## src/rtl/rvfi_retire_buffer_if.sv

```systemverilog
// RVFI retire buffer bus: multi-channel retirement inputs, single-entry drain port and status.
// Optional out_cycle appears when RVFI_RETIRE_CYCLE_EN is defined.
interface rvfi_retire_buffer_if #(
  parameter int NRET  = 2,
  parameter int XLEN  = 32,
  parameter int DEPTH = 8
);
  localparam int LW = $clog2(DEPTH) + 1;

  logic [NRET-1:0]      in_valid;
  logic [64*NRET-1:0]   in_order;
  logic [32*NRET-1:0]   in_insn;
  logic [NRET-1:0]      in_trap;
  logic [XLEN*NRET-1:0] in_pc_rdata;
  logic [XLEN*NRET-1:0] in_pc_wdata;
  logic [5*NRET-1:0]    in_rd_addr;
  logic [XLEN*NRET-1:0] in_rd_wdata;
  logic                 out_valid;
  logic                 out_ready;
  logic [63:0]          out_order;
  logic [31:0]          out_insn;
  logic                 out_trap;
  logic [XLEN-1:0]      out_pc_rdata;
  logic [XLEN-1:0]      out_pc_wdata;
  logic [4:0]           out_rd_addr;
  logic [XLEN-1:0]      out_rd_wdata;
  logic [LW-1:0]        level;
  logic                 err_overflow;
  logic                 err_order;
  logic                 err_pack;
`ifdef RVFI_RETIRE_CYCLE_EN
  logic [31:0]          out_cycle;

  modport master (
    output in_valid, in_order, in_insn, in_trap, in_pc_rdata, in_pc_wdata, in_rd_addr, in_rd_wdata, out_ready,
    input  out_valid, out_order, out_insn, out_trap, out_pc_rdata, out_pc_wdata, out_rd_addr, out_rd_wdata,
           level, err_overflow, err_order, err_pack, out_cycle
  );
  modport slave (
    input  in_valid, in_order, in_insn, in_trap, in_pc_rdata, in_pc_wdata, in_rd_addr, in_rd_wdata, out_ready,
    output out_valid, out_order, out_insn, out_trap, out_pc_rdata, out_pc_wdata, out_rd_addr, out_rd_wdata,
           level, err_overflow, err_order, err_pack, out_cycle
  );
`else
  modport master (
    output in_valid, in_order, in_insn, in_trap, in_pc_rdata, in_pc_wdata, in_rd_addr, in_rd_wdata, out_ready,
    input  out_valid, out_order, out_insn, out_trap, out_pc_rdata, out_pc_wdata, out_rd_addr, out_rd_wdata,
           level, err_overflow, err_order, err_pack
  );
  modport slave (
    input  in_valid, in_order, in_insn, in_trap, in_pc_rdata, in_pc_wdata, in_rd_addr, in_rd_wdata, out_ready,
    output out_valid, out_order, out_insn, out_trap, out_pc_rdata, out_pc_wdata, out_rd_addr, out_rd_wdata,
           level, err_overflow, err_order, err_pack
  );
`endif
endinterface

```

## src/rtl/rvfi_retire_buffer.sv

```systemverilog
// Captures up to NRET RVFI retirements per cycle into a circular FIFO and drains one per cycle,
// checking order continuity and channel packing. RVFI_RETIRE_CYCLE_EN adds per-entry cycle stamps.
module rvfi_retire_buffer #(
  parameter int NRET  = 2,
  parameter int DEPTH = 8,
  parameter int XLEN  = 32
) (
  input logic                clock,
  input logic                reset_n,
  rvfi_retire_buffer_if.slave bus
);
  localparam int AW = $clog2(DEPTH);
  localparam int LW = AW + 1;
  localparam int CW = 3;

  logic [63:0]      r_order [DEPTH];
  logic [31:0]      r_insn  [DEPTH];
  logic [DEPTH-1:0] r_trap;
  logic [XLEN-1:0]  r_pcr   [DEPTH];
  logic [XLEN-1:0]  r_pcw   [DEPTH];
  logic [4:0]       r_rda   [DEPTH];
  logic [XLEN-1:0]  r_rdw   [DEPTH];
  logic [AW-1:0]    r_wr_ptr;
  logic [AW-1:0]    r_rd_ptr;
  logic [LW-1:0]    r_level;
  logic [63:0]      r_exp_order;
  logic             r_err_overflow;
  logic             r_err_order;
  logic             r_err_pack;
`ifdef RVFI_RETIRE_CYCLE_EN
  logic [31:0]      r_cycle;
  logic [31:0]      r_stamp [DEPTH];
`endif

  logic [CW-1:0]    w_n;
  logic [AW-1:0]    w_slot [NRET];
  logic             w_mis;
  logic [63:0]      w_last;
  logic             w_pop;
  logic [LW:0]      w_fill;
  logic             w_accept;
  logic             w_drop;
  logic             w_pack_bad;

  // Rank valid channels, assign FIFO slots and check order continuity against the expected order.
  always_comb begin
    w_n    = {CW{1'b0}};
    w_mis  = 1'b0;
    w_last = r_exp_order;
    for (int k = 0; k < NRET; k++) begin
      w_slot[k] = r_wr_ptr + AW'(w_n);
      if (bus.in_valid[k]) begin
        w_mis  = w_mis | (bus.in_order[64*k +: 64] != r_exp_order + 64'(w_n));
        w_last = bus.in_order[64*k +: 64];
        w_n    = w_n + 3'd1;
      end else begin
        w_n    = w_n;
      end
    end
  end

  // Space test counts a same-cycle pop as freeing its slot.
  assign w_pop      = (r_level != {LW{1'b0}}) && bus.out_ready;
  assign w_fill     = {1'b0, r_level} - {{LW{1'b0}}, w_pop} + (LW+1)'(w_n);
  assign w_accept   = (w_n != {CW{1'b0}}) && (w_fill <= (LW+1)'(DEPTH));
  assign w_drop     = (w_n != {CW{1'b0}}) && !w_accept;
  assign w_pack_bad = |(bus.in_valid & (bus.in_valid + NRET'(1)));

  // Pointers, occupancy, expected order and sticky error flags.
  always_ff @(posedge clock or negedge reset_n) begin
    if (!reset_n) begin
      r_wr_ptr       <= {AW{1'b0}};
      r_rd_ptr       <= {AW{1'b0}};
      r_level        <= {LW{1'b0}};
      r_exp_order    <= 64'd0;
      r_err_overflow <= 1'b0;
      r_err_order    <= 1'b0;
      r_err_pack     <= 1'b0;
    end else begin
      r_wr_ptr       <= w_accept ? r_wr_ptr + AW'(w_n) : r_wr_ptr;
      r_rd_ptr       <= w_pop ? r_rd_ptr + AW'(1) : r_rd_ptr;
      r_level        <= r_level + (w_accept ? LW'(w_n) : {LW{1'b0}}) - LW'(w_pop);
      r_exp_order    <= w_accept ? w_last + 64'd1 : r_exp_order;
      r_err_overflow <= r_err_overflow | w_drop;
      r_err_order    <= r_err_order | (w_accept & w_mis);
      r_err_pack     <= r_err_pack | w_pack_bad;
    end
  end

  // Entry storage; cleared on reset so an empty FIFO presents zero data.
  always_ff @(posedge clock or negedge reset_n) begin
    if (!reset_n) begin
      r_trap <= {DEPTH{1'b0}};
      for (int i = 0; i < DEPTH; i++) begin
        r_order[i] <= 64'd0;
        r_insn[i]  <= 32'd0;
        r_pcr[i]   <= {XLEN{1'b0}};
        r_pcw[i]   <= {XLEN{1'b0}};
        r_rda[i]   <= 5'd0;
        r_rdw[i]   <= {XLEN{1'b0}};
`ifdef RVFI_RETIRE_CYCLE_EN
        r_stamp[i] <= 32'd0;
`endif
      end
`ifdef RVFI_RETIRE_CYCLE_EN
      r_cycle <= 32'd0;
`endif
    end else begin
`ifdef RVFI_RETIRE_CYCLE_EN
      r_cycle <= r_cycle + 32'd1;
`endif
      for (int k = 0; k < NRET; k++) begin
        if (w_accept && bus.in_valid[k]) begin
          r_order[w_slot[k]] <= bus.in_order[64*k +: 64];
          r_insn[w_slot[k]]  <= bus.in_insn[32*k +: 32];
          r_trap[w_slot[k]]  <= bus.in_trap[k];
          r_pcr[w_slot[k]]   <= bus.in_pc_rdata[XLEN*k +: XLEN];
          r_pcw[w_slot[k]]   <= bus.in_pc_wdata[XLEN*k +: XLEN];
          r_rda[w_slot[k]]   <= bus.in_rd_addr[5*k +: 5];
          r_rdw[w_slot[k]]   <= bus.in_rd_wdata[XLEN*k +: XLEN];
`ifdef RVFI_RETIRE_CYCLE_EN
          r_stamp[w_slot[k]] <= r_cycle;
`endif
        end
      end
    end
  end

  assign bus.out_valid    = (r_level != {LW{1'b0}});
  assign bus.out_order    = r_order[r_rd_ptr];
  assign bus.out_insn     = r_insn[r_rd_ptr];
  assign bus.out_trap     = r_trap[r_rd_ptr];
  assign bus.out_pc_rdata = r_pcr[r_rd_ptr];
  assign bus.out_pc_wdata = r_pcw[r_rd_ptr];
  assign bus.out_rd_addr  = r_rda[r_rd_ptr];
  assign bus.out_rd_wdata = (r_rda[r_rd_ptr] == 5'd0) ? {XLEN{1'b0}} : r_rdw[r_rd_ptr];
  assign bus.level        = r_level;
  assign bus.err_overflow = r_err_overflow;
  assign bus.err_order    = r_err_order;
  assign bus.err_pack     = r_err_pack;
`ifdef RVFI_RETIRE_CYCLE_EN
  assign bus.out_cycle    = r_stamp[r_rd_ptr];
`endif
endmodule

```

## src/flat_wrapper.sv

```systemverilog
// flat-port wrapper written by rule: the top's interface ports become plain ports
module rvfi_retire_buffer_flat 
#(
  parameter int NRET  = 2,
  parameter int DEPTH = 8,
  parameter int XLEN  = 32
)
  (clock, reset_n, bus_in_valid, bus_in_order, bus_in_insn, bus_in_trap, bus_in_pc_rdata, bus_in_pc_wdata, bus_in_rd_addr, bus_in_rd_wdata, bus_out_ready, bus_out_valid, bus_out_order, bus_out_insn, bus_out_trap, bus_out_pc_rdata, bus_out_pc_wdata, bus_out_rd_addr, bus_out_rd_wdata, bus_level, bus_err_overflow, bus_err_order, bus_err_pack);
  rvfi_retire_buffer_if #(.NRET(NRET), .XLEN(XLEN), .DEPTH(DEPTH)) bus_i ();
  input logic clock;
  input logic reset_n;
  input wire logic [$bits(bus_i.in_valid)-1:0] bus_in_valid;
  input wire logic [$bits(bus_i.in_order)-1:0] bus_in_order;
  input wire logic [$bits(bus_i.in_insn)-1:0] bus_in_insn;
  input wire logic [$bits(bus_i.in_trap)-1:0] bus_in_trap;
  input wire logic [$bits(bus_i.in_pc_rdata)-1:0] bus_in_pc_rdata;
  input wire logic [$bits(bus_i.in_pc_wdata)-1:0] bus_in_pc_wdata;
  input wire logic [$bits(bus_i.in_rd_addr)-1:0] bus_in_rd_addr;
  input wire logic [$bits(bus_i.in_rd_wdata)-1:0] bus_in_rd_wdata;
  input wire logic [$bits(bus_i.out_ready)-1:0] bus_out_ready;
  output wire logic [$bits(bus_i.out_valid)-1:0] bus_out_valid;
  output wire logic [$bits(bus_i.out_order)-1:0] bus_out_order;
  output wire logic [$bits(bus_i.out_insn)-1:0] bus_out_insn;
  output wire logic [$bits(bus_i.out_trap)-1:0] bus_out_trap;
  output wire logic [$bits(bus_i.out_pc_rdata)-1:0] bus_out_pc_rdata;
  output wire logic [$bits(bus_i.out_pc_wdata)-1:0] bus_out_pc_wdata;
  output wire logic [$bits(bus_i.out_rd_addr)-1:0] bus_out_rd_addr;
  output wire logic [$bits(bus_i.out_rd_wdata)-1:0] bus_out_rd_wdata;
  output wire logic [$bits(bus_i.level)-1:0] bus_level;
  output wire logic [$bits(bus_i.err_overflow)-1:0] bus_err_overflow;
  output wire logic [$bits(bus_i.err_order)-1:0] bus_err_order;
  output wire logic [$bits(bus_i.err_pack)-1:0] bus_err_pack;
  assign bus_i.in_valid = bus_in_valid;
  assign bus_i.in_order = bus_in_order;
  assign bus_i.in_insn = bus_in_insn;
  assign bus_i.in_trap = bus_in_trap;
  assign bus_i.in_pc_rdata = bus_in_pc_rdata;
  assign bus_i.in_pc_wdata = bus_in_pc_wdata;
  assign bus_i.in_rd_addr = bus_in_rd_addr;
  assign bus_i.in_rd_wdata = bus_in_rd_wdata;
  assign bus_i.out_ready = bus_out_ready;
  assign bus_out_valid = bus_i.out_valid;
  assign bus_out_order = bus_i.out_order;
  assign bus_out_insn = bus_i.out_insn;
  assign bus_out_trap = bus_i.out_trap;
  assign bus_out_pc_rdata = bus_i.out_pc_rdata;
  assign bus_out_pc_wdata = bus_i.out_pc_wdata;
  assign bus_out_rd_addr = bus_i.out_rd_addr;
  assign bus_out_rd_wdata = bus_i.out_rd_wdata;
  assign bus_level = bus_i.level;
  assign bus_err_overflow = bus_i.err_overflow;
  assign bus_err_order = bus_i.err_order;
  assign bus_err_pack = bus_i.err_pack;
  rvfi_retire_buffer #(.NRET(NRET), .DEPTH(DEPTH), .XLEN(XLEN)) u_core (.clock(clock), .reset_n(reset_n), .bus(bus_i));
endmodule
```

## config.mk

```make
export PLATFORM = sky130hd
export DESIGN_NAME = rvfi_retire_buffer_flat
export DESIGN_NICKNAME = d
export VERILOG_FILES = /design/src/rtl/rvfi_retire_buffer_if.sv /design/src/rtl/rvfi_retire_buffer.sv /design/src/flat_wrapper.sv
export SDC_FILE = /design/constraint.sdc
export NUM_CORES = 2
export LEC_CHECK = 0
export BUFFER_PORTS_ARGS = -buffer_cell sky130_fd_sc_hd__buf_2
export CORE_ASPECT_RATIO = 1.1
export CORE_MARGIN = 2
export CORE_UTILIZATION = 56
export CTS_CLUSTER_SIZE = 30
export DETAILED_ROUTE_END_ITERATION = 10
export PLACE_DENSITY = 0.77
export SETUP_SLACK_MARGIN = 0.3
export SLEW_MARGIN = 20
export SYNTH_ARGS = -nofsm -noshare
export SYNTH_HDL_FRONTEND = slang
export SYNTH_SLANG_ARGS = --single-unit
```

## constraint.sdc

```tcl
create_clock -name clock -period 4.1 [get_ports clock]
set_clock_uncertainty 0.15 [all_clocks]
set_input_delay 0.615 -clock clock [delete_from_list [all_inputs] [get_ports clock]]
set_output_delay 0.615 -clock clock [all_outputs]
set_load 0.02 [all_outputs]
```

---- After elaboration in Yosys (flattened, before gate mapping) ----
Index checks and enable logic that the tools add are counted.
cells by class
  magnitude comparators ................... 11
  reductions and logical operators ........ 14
  equal/unequal tests ..................... 2
  bitwise logic cells ..................... 9
  $add $sub $neg .......................... 11
  mux-type cells .......................... 72
operator list
  kind                     count
  $bwmux W256              8
  $mux W256                8
  $bwmux W512              2
  $mux W512                2
  $bmux W32 S3             4
  $demux W64 S3            2
  $mux W64                 6
  $mux W32                 11
  $bmux W64 S3             1
  $demux W32 S3            2
  $ne A64 B64 Y1           2
  $bwmux W40               2
  $mux W40                 2
  $add A64 B1 Y64          1
  $add A64 B1 Y64 const B  1
  $demux W5 S3             2
  $mux W5                  4
  $bwmux W8                2
  $mux W8                  2
  $bmux W5 S3              1
  $ge A4 B4 Y1 const B     3
  $lt A3 B4 Y1 const B     3
  $not A3 Y4               3
  $logic_and A1 B1 Y1      9
  other kinds (24)         36
storage, ports and cells
  flip-flop bits (word level) ............. 1661
  output and inout bits ................... 206
  logic and storage cells ................. 175

---- Longest topological paths before layout ----
  word-level depth ........................ 10
  depth in mapped cells ................... 23
  depth with buffers taken out ............ 20

---- Least setup slack after synthesis ----
Ideal clock, no wire load.
  path kind ............................... in2reg
  start ................................... in bus_in_valid[0]
  end ..................................... reg u_core.r_level[3] (netlist: u_core.bus.level[3])
  arrival ................................. 5164 ps
  library setup time ...................... 79 ps
  data required time ...................... 3871 ps
  cell stages on the path ................. 22
  path slack .............................. -1293 ps
  cells stage by stage .................... buf_4 -> buf_6 -> buf_6 -> buf_6 -> buf_6 -> buf_2 -> inv_1 -> ha_1 -> ha_1 -> fa_1 -> xor2_1 -> or3_1 -> a211oi_2 -> clkbuf_1 -> clkbuf_1 -> nand2_1 -> ha_1 -> inv_1 -> ha_1 -> a21o_1 -> a21oi_1 -> xor2_1
between the ends
  cells in the longest elaborated chain, start to end .. 9
RTL lines
  item                  line                      source
  start, declared       flat_wrapper.sv:12        input wire logic [$bits(bus_i.in_valid)-1:0] bus_in_valid;
  $mux W1 *             rvfi_retire_buffer.sv:52  if (bus.in_valid[k]) begin
  $add A1 B1 Y2         rvfi_retire_buffer.sv:55  w_n = w_n + 3'd1;
  $mux W3 *             rvfi_retire_buffer.sv:52
  $add A5 B3 Y5         rvfi_retire_buffer.sv:64  assign w_fill = {1'b0, r_level} - {{LW{1'b0}}, w_pop} + (LW+1)'(w_n);
  $le A5 B4 Y1          rvfi_retire_buffer.sv:65  assign w_accept = (w_n != {CW{1'b0}}) && (w_fill <= (LW+1)'(DEPTH));
  $logic_and A1 B1 Y1   rvfi_retire_buffer.sv:65
  $mux W3 *             rvfi_retire_buffer.sv:82  r_level <= r_level + (w_accept ? LW'(w_n) : {LW{1'b0}}) - LW'(w_pop);
  $add A4 B4 Y4 *       rvfi_retire_buffer.sv:82
  $sub A4 B1 Y4 *       rvfi_retire_buffer.sv:82
  end signal, assigned  rvfi_retire_buffer.sv:74  r_level <= {LW{1'b0}};
  end signal, assigned  rvfi_retire_buffer.sv:82
  end, declared         rvfi_retire_buffer.sv:25  logic [LW-1:0] r_level;
Every way passes the cells marked *; elsewhere a longest branch is shown, timed or not.
A chain may end at the register's enable or synchronous reset.

---- Final worst setup path ----
  start ................................... reg u_core.r_level[2] (netlist: u_core.bus.level[2])
  end ..................................... reg u_core.r_pcw[135] (netlist bit)
between the ends
  cells in the longest elaborated chain, start to end .. 10
RTL lines
  item                           line                       source
  $reduce_bool A4 Y1 *           rvfi_retire_buffer.sv:63   assign w_pop = (r_level != {LW{1'b0}}) && bus.out_ready;
  $logic_and A1 B1 Y1 *          rvfi_retire_buffer.sv:63
  via u_core.w_pop               rvfi_retire_buffer.sv:39   logic w_pop;
  $sub A4 B1 Y5 *                rvfi_retire_buffer.sv:64
  $add A5 B3 Y5 *                rvfi_retire_buffer.sv:64
  $le A5 B4 Y1 *                 rvfi_retire_buffer.sv:65
  $logic_and A1 B1 Y1 *          rvfi_retire_buffer.sv:65
  $logic_and A1 B1 Y1            rvfi_retire_buffer.sv:113  if (w_accept && bus.in_valid[k]) begin
  $mux W256                      rvfi_retire_buffer.sv:113
  $bwmux W256                    rvfi_retire_buffer.sv:118  r_pcw[w_slot[k]] <= bus.in_pc_wdata[XLEN*k +: XLEN];
  $mux W256 *                    rvfi_retire_buffer.sv:113
  end signal, assigned by index  rvfi_retire_buffer.sv:98   r_pcw[i] <= {XLEN{1'b0}};
  end signal, assigned by index  rvfi_retire_buffer.sv:118
  end, declared                  rvfi_retire_buffer.sv:20   logic [XLEN-1:0] r_pcw [DEPTH];
The timed path passes the listed nets; every way through them passes the cells marked *.

==> flow_metrics.tcl <==
set metrics [dict create \
    routedWlPerCell_um 29.4 \
    syn_area_mm2 0.0940 \
    path_common_cell "ha_4" \
    crit_slowest_cell "a21oi_1" \
    period_share_pct 109 \
    core_mm2 0.167 \
    maxSlewHeadroom_pct 38.1 \
    period_minus_slack_ps 4470 \
    final.setup.worst_slack_ps -375 \
    pwr-share-comb_pct 51.2 \
    min_path_type "primary input to register" \
    ios 607 \
    synthCells 9389 \
    antenna_left 0 \
    gp_congestion 0.950 \
    hpwl_um 195000 \
    clk_pin_slew_ps 60 \
    synthArstFlopShare_pct 100 \
    clock.fmax_mhz 223 \
    place_inst 11511 \
    dr.first_iter.drc_count 12227 \
    final_hold_viol_count 0 \
    final.setup.tns_ps -25300 \
    cts_made_buffers 178 \
    die_w_um 395 \
    synth_cell_types 72 \
    ys_warn_count 0 \
    syn_avg_cell_area_um2 10.0 \
    final_cells 12468 \
    path_buf_inv 6 \
    drv_cap 0 \
    yosysMostFrequentCell "nor2_1" \
    grt_pass1_vias 82309 \
    place_area_mm2 0.102 \
    clockRootBuffer "clkbuf_16" \
    intPower_w 0.0581 \
    ys.flop_type "dfrtp_1" \
    synth_common_cells "nor2_1 (1,688), dfrtp_1 (1,661), mux2i_1 (1,488), a21oi_1 (1,424), clkbuf_1 (718)" \
    dieArea_mm2 0.171 \
    start_util_pct 56.4 \
    max-vdd-ir-drop_uv 959 \
    remaining_drc_errors 0 \
    switchingPower_w 0.0401 \
    crit_path_start_kind "register" \
    rsz0062_at_grt "yes" \
    drive_gt1_share_pct 22.8 \
    worstMarginPinSlew_ps 928 \
    switching_share_pct 40.8 \
    synth_top_area_share_pct 44.2 \
    leakagePower_nw 58.1 \
    wl_um 367000 \
    crit_chain "inv_2, ha_4, nand3_4, nand2_4, inv_4, ha_4, inv_4, ha_4, fa_2, xor2_1, or3_4, a211oi_4, nand2_2, buf_4, or3_4, buf_12, buf_12, mux2i_1, a21oi_1" \
    synth_area_leaders "dfrtp_1 (44%), mux2i_1 (16%), mux4_2 (9.5%)" \
    syn_nets 9814 \
    cp-end-kind "register" \
    status "complete, but fails checks" \
    cts.sinks 1661 \
    nNetsFinal 10473 \
    seq_area_mm2 0.0416 \
    p_total_w 0.0982 \
    grt_max_degree 131 \
    htreeDepth 4 \
    cpPeakStageDelay_ps 420 \
    clk_latency_ps 870 \
    powerDensity_mw_per_mm2 837 \
    final_area_mm2 0.117 \
    final-max-slew-violation-count 0 \
    num_rows 157 \
    crit_type "register to register" \
    critPathMaxFanout 17 \
    cp.required_ps 4660 \
    vias_per_cell 6.86 \
    grt.overflow.total 0 \
    drt-pass1-iter-count 9 \
    fillCellCount 10726 \
    arrival_ps 5040 \
    cts_tree "built" \
    violations "negative setup slack" \
    setup_viol 423 \
    synth-edff-count 0 \
    power_frac_clock_pct 17.6 \
    ys_ff_latch 1661 \
    fp.dieH_um 434 \
    area_growth_pct 24.8 \
    multi_input_area_mm2 0.0489 \
    cts_max_path_buffers 3 \
    synth_top_cell_by_area "dfrtp_1" \
    track_usage_pct 37.4 \
    antenna_found_initial 52 \
    route.vias.total 85564 \
    grt_pass1_wl_um 495000 \
    critPathTopFamily "simple AND/OR/NAND/NOR gates" \
    seq_area_frac_synth_pct 44.2 \
    p_seq_share_pct 31.2 \
    portBuffers 606 \
]
## worst register-to-register path, stage by stage (launching register included)
cell,delay [ps]
dfrtp_1,400
inv_2,90
ha_4,140
nand3_4,90
nand2_4,90
inv_4,40
ha_4,270
inv_4,40
ha_4,150
fa_2,340
xor2_1,150
or3_4,360
a211oi_4,270
nand2_2,140
buf_4,170
or3_4,390
buf_12,200
buf_12,210
mux2i_1,210
a21oi_1,420
## repair_timing
action / CTS / global route
resized for setup: 110 / 300
pin swaps: 11 / 87
endpoints found under the hold margin: 1540 / 0
setup buffers: 17 / 68
hold buffers: 388 / 0
cloned: 19 / 91
setup endpoints to repair: 1834 / 1835
## final timing paths
kind	from	slack (ps)	endpoint	depth (start not counted)
setup / recovery	u_core.bus.level[2]	-370	u_core.r_pcw[135]	19
hold reg to reg	u_core.r_rda[10]	390	u_core.r_rda[10]	2
max in group asynchronous	reset_n	2250	u_core.r_pcr[18]	4
setup reg to reg	u_core.bus.level[2]	-370	u_core.r_pcw[135]	19
min in group asynchronous	reset_n	230	u_core.r_order[71]	2
hold / removal	bus_in_order[87]	50	u_core.r_order[407]	3
## power groups by stage
stage,clock network (W),registers (W),logic (W)
after global routing,0.0179,0.0311,0.0527
after CTS,0.0171,0.0297,0.0453
after floorplan,0,0.0277,0.0311
after detailed placement,0,0.0299,0.0427
final,0.0173,0.0306,0.0503
after global placement,0,0.0293,0.0414
## layout make-up
cell class	instances	area share (%)
multi-input combinational	6552	41.7
sequential	1661	35.4
timing repair buffer	1625	15.0
clock buffer	271	4.51
tap	2226	2.37
clock inverter	57	0.766
inverter	30	0.102
antenna	46	0.0981
## sequential cells by signal (all words and copies together) (netlist names)
signal,flops
u_core.bus.err_order,1
u_core.bus.err_overflow,1
u_core.bus.err_pack,1
u_core.bus.level,4
u_core.r_exp_order,64
u_core.r_insn,256
u_core.r_order,512
u_core.r_pcr,256
u_core.r_pcw,256
u_core.r_rd_ptr,3
u_core.r_rda,40
u_core.r_rdw,256
u_core.r_trap,8
u_core.r_wr_ptr,3
## cell usage in the layout, fill, tap and decap left out, types with 20 or more instances in the layout
master	instances
buf_16	59
xor2_1	100
nor2_1	1645
a21oi_2	49
clkbuf_8	45
nor3_1	26
a31oi_1	204
mux2_2	165
clkinv_2	24
clkbuf_1	47
a21oi_1	1374
dlygate4sd3_1	388
buf_12	229
buf_2	572
nor2_2	28
mux2i_2	20
mux2i_4	38
o21ai_1	23
mux2_4	29
nor4_1	38
nand2_1	515
buf_6	32
inv_1	23
diode_2	46
xnor2_1	116
nand4_1	52
mux2i_1	1430
buf_4	245
o21ai_0	53
nand3_1	43
dfrtp_1	1658
clkbuf_16	263
mux4_2	396
## per-layer routing
metal / wire, µm / GRT usage, % / share of wire [%]
met1: 124000 / 46.8 / 34
met2: 164000 / 58.7 / 45
met3: 47400 / 9.31 / 13
met4: 31900 / 22.7 / 8.7
met5: 333 / 0 / 0.091
## stage by stage
step                      worst slack (ps)  util, %  hold slack [ps]
final                                 -375     70.4             51.0
after global routing                  -592     70.4             46.3
after CTS                             -260     67.8             5.23
after detailed placement              -228     61.0              303
after global placement                -152     61.0              297
after floorplan                       -426        -              169
## cell families after synthesis
group                    synth area share [%]
flip-flops                               44.2
AO/OA/AOI/OAI                            9.70
multiplexers                             27.9
XOR/XNOR                                 2.02
buffers and inverters                    5.15
adder cells (fa/ha/maj)                 0.343
AND/OR/NAND/NOR                          10.7
No activity file was read; power rests on OpenSTA's default activity.
